File: src/rtl/seven_seg_scanner_if.sv
// Bus between a display-value producer and the seven_seg_scanner.
// Value/DP updates flow in; the scanned digit code, anode enables and the update ack flow out.
interface seven_seg_scanner_if #(
  parameter int NUM_DIGITS = 4
);
  logic                      load;
  logic [4*NUM_DIGITS-1:0]   value_bcd;
  logic [NUM_DIGITS-1:0]     dp_mask;
  logic [3:0]                bcd_out;
  logic                      dp_n;
  logic [NUM_DIGITS-1:0]     anode_n;
  logic                      upd_ack;

  modport master (
    output load, value_bcd, dp_mask,
    input  bcd_out, dp_n, anode_n, upd_ack
  );

  modport slave (
    input  load, value_bcd, dp_mask,
    output bcd_out, dp_n, anode_n, upd_ack
  );
endinterface

File: src/rtl/seven_seg_scanner.sv
// Time-multiplexed scanner for a common-anode 7-segment display.
// A new value is shadowed in a pending register and only copied to the
// display register at the end of a frame (tick on the last digit), so a
// frame is never drawn with a mix of old and new digits.
// Optional: define LEADING_ZERO_BLANK_EN to blank leading zero digits.
module seven_seg_scanner #(
  parameter int NUM_DIGITS   = 4,
  parameter int REFRESH_DIV  = 100000,
  parameter int BLANK_CYCLES = 16
) (
  input logic               clk,
  input logic               rst_n,
  seven_seg_scanner_if.slave bus
);
  localparam int PW = $clog2(REFRESH_DIV);
  localparam int IW = $clog2(NUM_DIGITS);

  logic [PW-1:0]                presc;
  logic [IW-1:0]                idx;
  logic [NUM_DIGITS-1:0][3:0]   disp_dig;
  logic [NUM_DIGITS-1:0]        disp_dp;
  logic [NUM_DIGITS-1:0][3:0]   pend_dig;
  logic [NUM_DIGITS-1:0]        pend_dp;
  logic                         pend_vld;
  logic [NUM_DIGITS-1:0]        blank;

  logic tick, last, commit;

  assign tick   = (presc == PW'(REFRESH_DIV - 1));
  assign last   = (idx == IW'(NUM_DIGITS - 1));
  assign commit = tick && last && pend_vld;

`ifdef LEADING_ZERO_BLANK_EN
  logic keep;
  // Walk down from the top digit; once a non-zero digit or a lit DP is seen,
  // that digit and everything below it stays visible. Digit 0 always shows.
  always_comb begin
    keep  = 1'b0;
    blank = '0;
    for (int i = NUM_DIGITS - 1; i >= 1; i--) begin
      keep     = keep | (disp_dig[i] != 4'd0) | disp_dp[i];
      blank[i] = ~keep;
    end
  end
`else
  assign blank = '0;
`endif

  // Prescaler, digit index, pending shadow register and frame commit.
  always_ff @(posedge clk or negedge rst_n) begin
    if (!rst_n) begin
      presc    <= '0;
      idx      <= '0;
      disp_dig <= '0;
      disp_dp  <= '0;
      pend_dig <= '0;
      pend_dp  <= '0;
      pend_vld <= 1'b0;
    end else begin
      if (tick) begin
        presc <= '0;
        idx   <= last ? '0 : idx + 1'b1;
      end else begin
        presc <= presc + 1'b1;
      end
      // Commit takes the old pending contents; a same-cycle load refills
      // pending and keeps the flag set for the next frame.
      if (commit) begin
        disp_dig <= pend_dig;
        disp_dp  <= pend_dp;
      end
      if (bus.load) begin
        pend_dig <= bus.value_bcd;
        pend_dp  <= bus.dp_mask;
        pend_vld <= 1'b1;
      end else if (commit) begin
        pend_vld <= 1'b0;
      end
    end
  end

  // Registered display outputs, one cycle behind the selecting state.
  always_ff @(posedge clk or negedge rst_n) begin
    if (!rst_n) begin
      bus.bcd_out <= 4'b0000;
      bus.dp_n    <= 1'b1;
      bus.anode_n <= '1;
      bus.upd_ack <= 1'b0;
    end else begin
      bus.bcd_out <= disp_dig[idx];
      bus.dp_n    <= ~disp_dp[idx];
      bus.upd_ack <= commit;
      if (presc >= PW'(BLANK_CYCLES) && !blank[idx])
        bus.anode_n <= ~(NUM_DIGITS'(1) << idx);
      else
        bus.anode_n <= '1;
    end
  end
endmodule

File: src/flat_wrapper.sv
// flat-port wrapper written by rule: the top's interface ports become plain ports
module seven_seg_scanner_flat 
#(
  parameter int NUM_DIGITS   = 4,
  parameter int REFRESH_DIV  = 100000,
  parameter int BLANK_CYCLES = 16
)
  (clk, rst_n, bus_load, bus_value_bcd, bus_dp_mask, bus_bcd_out, bus_dp_n, bus_anode_n, bus_upd_ack);
  seven_seg_scanner_if #(.NUM_DIGITS(NUM_DIGITS)) bus_i ();
  input logic clk;
  input logic rst_n;
  input wire logic [$bits(bus_i.load)-1:0] bus_load;
  input wire logic [$bits(bus_i.value_bcd)-1:0] bus_value_bcd;
  input wire logic [$bits(bus_i.dp_mask)-1:0] bus_dp_mask;
  output wire logic [$bits(bus_i.bcd_out)-1:0] bus_bcd_out;
  output wire logic [$bits(bus_i.dp_n)-1:0] bus_dp_n;
  output wire logic [$bits(bus_i.anode_n)-1:0] bus_anode_n;
  output wire logic [$bits(bus_i.upd_ack)-1:0] bus_upd_ack;
  assign bus_i.load = bus_load;
  assign bus_i.value_bcd = bus_value_bcd;
  assign bus_i.dp_mask = bus_dp_mask;
  assign bus_bcd_out = bus_i.bcd_out;
  assign bus_dp_n = bus_i.dp_n;
  assign bus_anode_n = bus_i.anode_n;
  assign bus_upd_ack = bus_i.upd_ack;
  seven_seg_scanner #(.NUM_DIGITS(NUM_DIGITS), .REFRESH_DIV(REFRESH_DIV), .BLANK_CYCLES(BLANK_CYCLES)) u_core (.clk(clk), .rst_n(rst_n), .bus(bus_i));
endmodule
File: config.mk
export PLATFORM = sky130hd
export DESIGN_NAME = seven_seg_scanner_flat
export DESIGN_NICKNAME = d
export VERILOG_FILES = /design/src/rtl/seven_seg_scanner_if.sv /design/src/rtl/seven_seg_scanner.sv /design/src/flat_wrapper.sv
export SDC_FILE = /design/constraint.sdc
export NUM_CORES = 1
export LEC_CHECK = 0
export CORE_MARGIN = 1.5
export CORE_UTILIZATION = 55
export CTS_CLUSTER_DIAMETER = 30
export DETAILED_ROUTE_END_ITERATION = 10
export PLACE_DENSITY = 0.78
export SYNTH_ARGS = -nofsm -noshare
export SYNTH_HDL_FRONTEND = slang
export SYNTH_SLANG_ARGS = --single-unit
File: constraint.sdc
create_clock -name clk -period 3.05 [get_ports clk]
set_input_delay 0.915 -clock clk [delete_from_list [all_inputs] [get_ports clk]]
set_output_delay 0.915 -clock clk [all_outputs]
set_load 0.01 [all_outputs]
Word level (Yosys, flattened, before mapping)

Index checks and enable logic that the tools add are counted.

$lt $le $gt $ge: 2
Add/sub/neg operators: 2
Multiplexer cells: 11
Eq/ne operators: 2
Reduce and logical (&&, ||, !) cells: 5
Bitwise logic cells: 2
Shift operators: 1

Operator list:

| operator              | count |
|---|---|
| $add 17x1->17 const B | 1 |
| $eq 17x17->1 const B  | 1 |
| $ge 17x5->1 const B   | 1 |
| $mux 17               | 1 |
| $bmux 4 s2            | 1 |
| $mux 4                | 2 |
| $bmux 1 s2            | 2 |
| $mux 1                | 4 |
| $not 4->4             | 1 |
| $shl 1x2->4 const A   | 1 |
| $logic_and 1x1->1     | 3 |
| $lt 2x3->1 const B    | 1 |
| $add 2x1->2 const B   | 1 |
| $eq 2x2->1 const B    | 1 |
| $mux 2                | 1 |
| $reduce_bool 2->1     | 1 |
| $logic_not 1->1       | 1 |
| $not 1->1             | 1 |

Flip-flop bits (word level): 70
Input port bits: 23
Logic and storage cells: 42

Depth between registers and ports, before layout

Depth after elaboration: 5
Mapped depth: 6
Mapped depth without buffers: 5

Worst setup path before layout

OpenSTA, ideal clock, no wires.

Path kind: register to register
From: register u_core.presc[12]
To: register u_core.disp_dig[0] in the netlist's numbering
Path slack: 0.802 ns
Data required time: 2.925 ns
Cell stages (with the launch flop): 6
Library setup time: 0.125 ns
Data arrival time: 2.123 ns
Clock period less this slack: 2.248 ns
Cells stage by stage: dfrtp_1 > or4_4 > or4_4 > nor2_4 > buf_12 > mux2_4

Longest elaborated chain between the ends: 3

Ends and longest elaborated chain:

| what                           | line                    | text |
|---|---|---|
| from (decl)                    | seven_seg_scanner.sv:18 | `logic [PW-1:0] presc;` |
| from (signal assigned)         | seven_seg_scanner.sv:64 | `presc <= presc + 1'b1;` |
| $eq 17x17->1                   | seven_seg_scanner.sv:29 | `assign tick = (presc == PW'(REFRESH_DIV - 1));` |
| $logic_and 1x1->1 (2 in a row) | seven_seg_scanner.sv:31 | `assign commit = tick && last && pend_vld;` |
| to (signal assigned)           | seven_seg_scanner.sv:69 | `disp_dig <= pend_dig;` |
| to (decl)                      | seven_seg_scanner.sv:20 | `logic [NUM_DIGITS-1:0][3:0] disp_dig;` |

Every way passes these cells.
A chain may end at the register's enable or synchronous reset.

Worst setup path in the final report

From: register u_core.presc[12]
To: register u_core.disp_dig[8] in the netlist's numbering

Same word-level chain as after synthesis.

==> reports/metrics.yaml <==
status:
  outcome: "completed"
clock_tree:
  cts_inserted_buffers: 9
  cts.path.max_buffers: 2
  cts_setup_buffers: 0
  insertion_delay_ns: 0.33
  clk_pin_slew_ns: 0.07
  cts_resized: 0
  root_buffer: "clkbuf_8"
  cts_sinks: 70
  tritoncts: "built"
  h-tree-depth: 3
  postCtsHoldBufs: 0
sta:
  fmax_mhz: 403.7
  setup_violations: 0
  post-route-period-util_pct: 81.22
  finalSetupTns_ns: 0
  final-max-slew-violation-count: 0
  slew_headroom_pct: 68.57
  tightestPinTransition_ns: 0.4714
  hold_viol: 0
  finalCriticalPeriod_ns: 2.477
  clock_skew_ns: 0.006827
  rsz0062_at_grt: "false"
  layout_setup_ws_ns: 0.5726
detailed_routing:
  routedWlPerCell_um: 15.36
  drtIter0Drc: 84
  vias_per_cell: 5.342
  num_vias: 1720
  drtPass1Iterations: 4
  drc: 0
  ant_nets: 0
  drt-total-wl_um: 4945
min_path:
  worst_hold_path.endpoint: "u_core.pend_vld"
  hp-start: "u_core.pend_vld"
  holdCritPathClass: "reg -> reg"
  holdPathStages: 1
place:
  place_congestion: 0.8288
  place_area_um2: 3386
  dp_slack_ns: 0.5786
  hpwl_um: 3300
  portBuffers: 32
setup_path:
  timing.rr.end: "u_core.disp_dig[8]"
  reg2regPathDepth: 5
  arrival_ns: 2.69
  cp_num_buf_inv: 1
  critPathTopFamily: "simple AND/OR/NAND/NOR gates"
  worstSetupStartpoint: "u_core.presc[12]"
  slowest_delay_ns: 0.57
  worstSetupStartpointType: "flip-flop"
  worst-path-max-fanout: 20
  crit_top_cell: "or4_4"
  crit_chain: "or4_4, or4_4, nor2_4, buf_4, mux2_4"
  r2r-start: "u_core.presc[12]"
  crit_slowest_cell: "or4_4"
  r2r_slack_ns: 0.57
  end_kind: "flip-flop"
  required_ns: 3.26
  path_class: "reg -> reg"
global_routing:
  grt_util_all_layers_pct: 19.37
  globalRoute.totalOverflow: 0
  grt_first_pass_wirelength_um: 8549
  grt-busiest-layer: "met2"
  grt_util_met2_pct: 30.27
  use_met3_pct: 4.524
  grt_pass1_vias: 1796
  grt_max_degree: 71
  antenna_found_initial: 0
  met1_usage_pct: 24.48
flow_run:
  cap_violations: 0
floorplan:
  die_width_um: 76.80
  ioPinCount: 33
  dieArea_um2: 5897
  initial_core_util_pct: 57.91
  rows: 26
  fp.dieH_um: 76.80
  core_um2: 5172
layout:
  final_common_cell: "dfrtp_1"
  nets: 276
  final_cell_mix: "dfrtp_1 (65), clkdlybuf4s50_1 (31), mux2_2 (20), mux2_4 (20), nand2_1 (13)"
  area_growth_pct: 20.47
  drive_gt1_share_pct: 30.16
  antenna_cells: 0
  final_area_um2: 3608
logic_synthesis:
  synth_area_um2: 2995
  ys_seq_area_share_pct: 58.69
  synthArstFlopShare_pct: 100.0
  avgSynthCellArea_um2: 14.54
  ys_seq_elements: 70
  synth_cells: 206
  syn-num-nets: 235
  synth-edff-count: 0
  synth_flop_cell: "dfrtp_1"
  yosysUniqueCellTypes: 28
  yosys_warnings: 0
power_and_ir_drop:
  power_density_nw_per_um2: 516.3
  vdd_ir_drop_max_v: 0.0004068
  p_leak_nw: 1.570
cell usage after synthesis, types with 5 or more instances:
| cell type | number | area (µm²) |
|---|---|---|
| xnor2_1 | 9 | 78.83 |
| dfstp_2 | 5 | 131.4 |
| ha_1 | 6 | 75.07 |
| or3_1 | 5 | 31.28 |
| mux4_2 | 5 | 112.6 |
| nor2_1 | 8 | 30.03 |
| mux2_4 | 20 | 300.3 |
| dfrtp_1 | 65 | 1627 |
| nor3_1 | 5 | 25.02 |
| mux2_2 | 20 | 225.2 |
| nand4_1 | 5 | 31.28 |
| nand2_1 | 13 | 48.80 |
| inv_1 | 7 | 26.28 |
worst register-to-register path: stages (launching register included):
cell	delay, ns
dfrtp_1	0.43
or4_4	0.56
or4_4	0.57
nor2_4	0.11
buf_4	0.35
mux2_4	0.35
metrics by stage:
| stage | cells | util, % | hold slack [ns] | power (W) |
|---|---|---|---|---|
| 2_1_floorplan | 206 | - | 0.4501 | 0.001014 |
| 3_3_place_gp | 306 | 65.46 | 0.4618 | 0.001070 |
| 3_5_place_dp | 306 | 65.46 | 0.4660 | 0.001074 |
| 4_1_cts | 322 | 69.76 | 0.4817 | 0.001887 |
| 5_1_grt | 322 | 69.76 | 0.5216 | 0.001935 |
| 6_report | 322 | 69.76 | 0.4876 | 0.001863 |
kinds of logic (layout without fill, tap and decap cells):
kind of cell / Yosys count / count (layout) / synth area share (%)
fa+ha+maj: 6 / 6 / 2.506
buf+inv: 13 / 59 / 2.715
xor+xnor: 13 / 13 / 3.801
compound gates: 7 / 7 / 1.337
simple gates: 52 / 52 / 9.649
mux: 45 / 45 / 21.30
flops: 70 / 70 / 58.69
registers in the layout (all words and copies together), names as in the netlist, 2 cells and up:
name and cells:
u_core.bus.anode_n 4, u_core.bus.bcd_out 4, u_core.disp_dig 16, u_core.disp_dp 4, u_core.idx 2, u_core.pend_dig 16
u_core.pend_dp 4, u_core.presc 17
power breakdown:
part / switching (W) / internal, W
Clock: 0.000330 / 0.000479
Combinational: 0.0000324 / 0.0000515
Sequential: 0.0000152 / 0.000955
Total: 0.000377 / 0.00149
worst max-delay path by stage:
stage	cells after the start	endpoint	slack, ns
floorplan	5	u_core.disp_dig[0]	0.80
global placement	5	u_core.disp_dig[9]	0.63
global route	5	u_core.disp_dig[3]	0.47
finish	5	u_core.disp_dig[8]	0.57
CTS	5	u_core.disp_dig[8]	0.56
detailed placement	5	u_core.disp_dig[8]	0.58
cell type report:
type / instances / area [µm²]
flip-flops and latches: 70 / 1758
fillers: 356 / 1564
multi-input cells: 123 / 1156
repair buffers: 36 / 357.8
clock buffers: 10 / 137.6
well taps: 70 / 87.58
clock inverters: 6 / 85.08
inverters: 7 / 26.28
layer usage:
metal | part of all wire [%] | vias to the layer above
met5 | 0 | -
met4 | 3.1 | 0
met3 | 3.2 | 14
met2 | 49 | 38
met1 | 44 | 855
li1 | - | 813
Power figures use the tool's default switching activity.
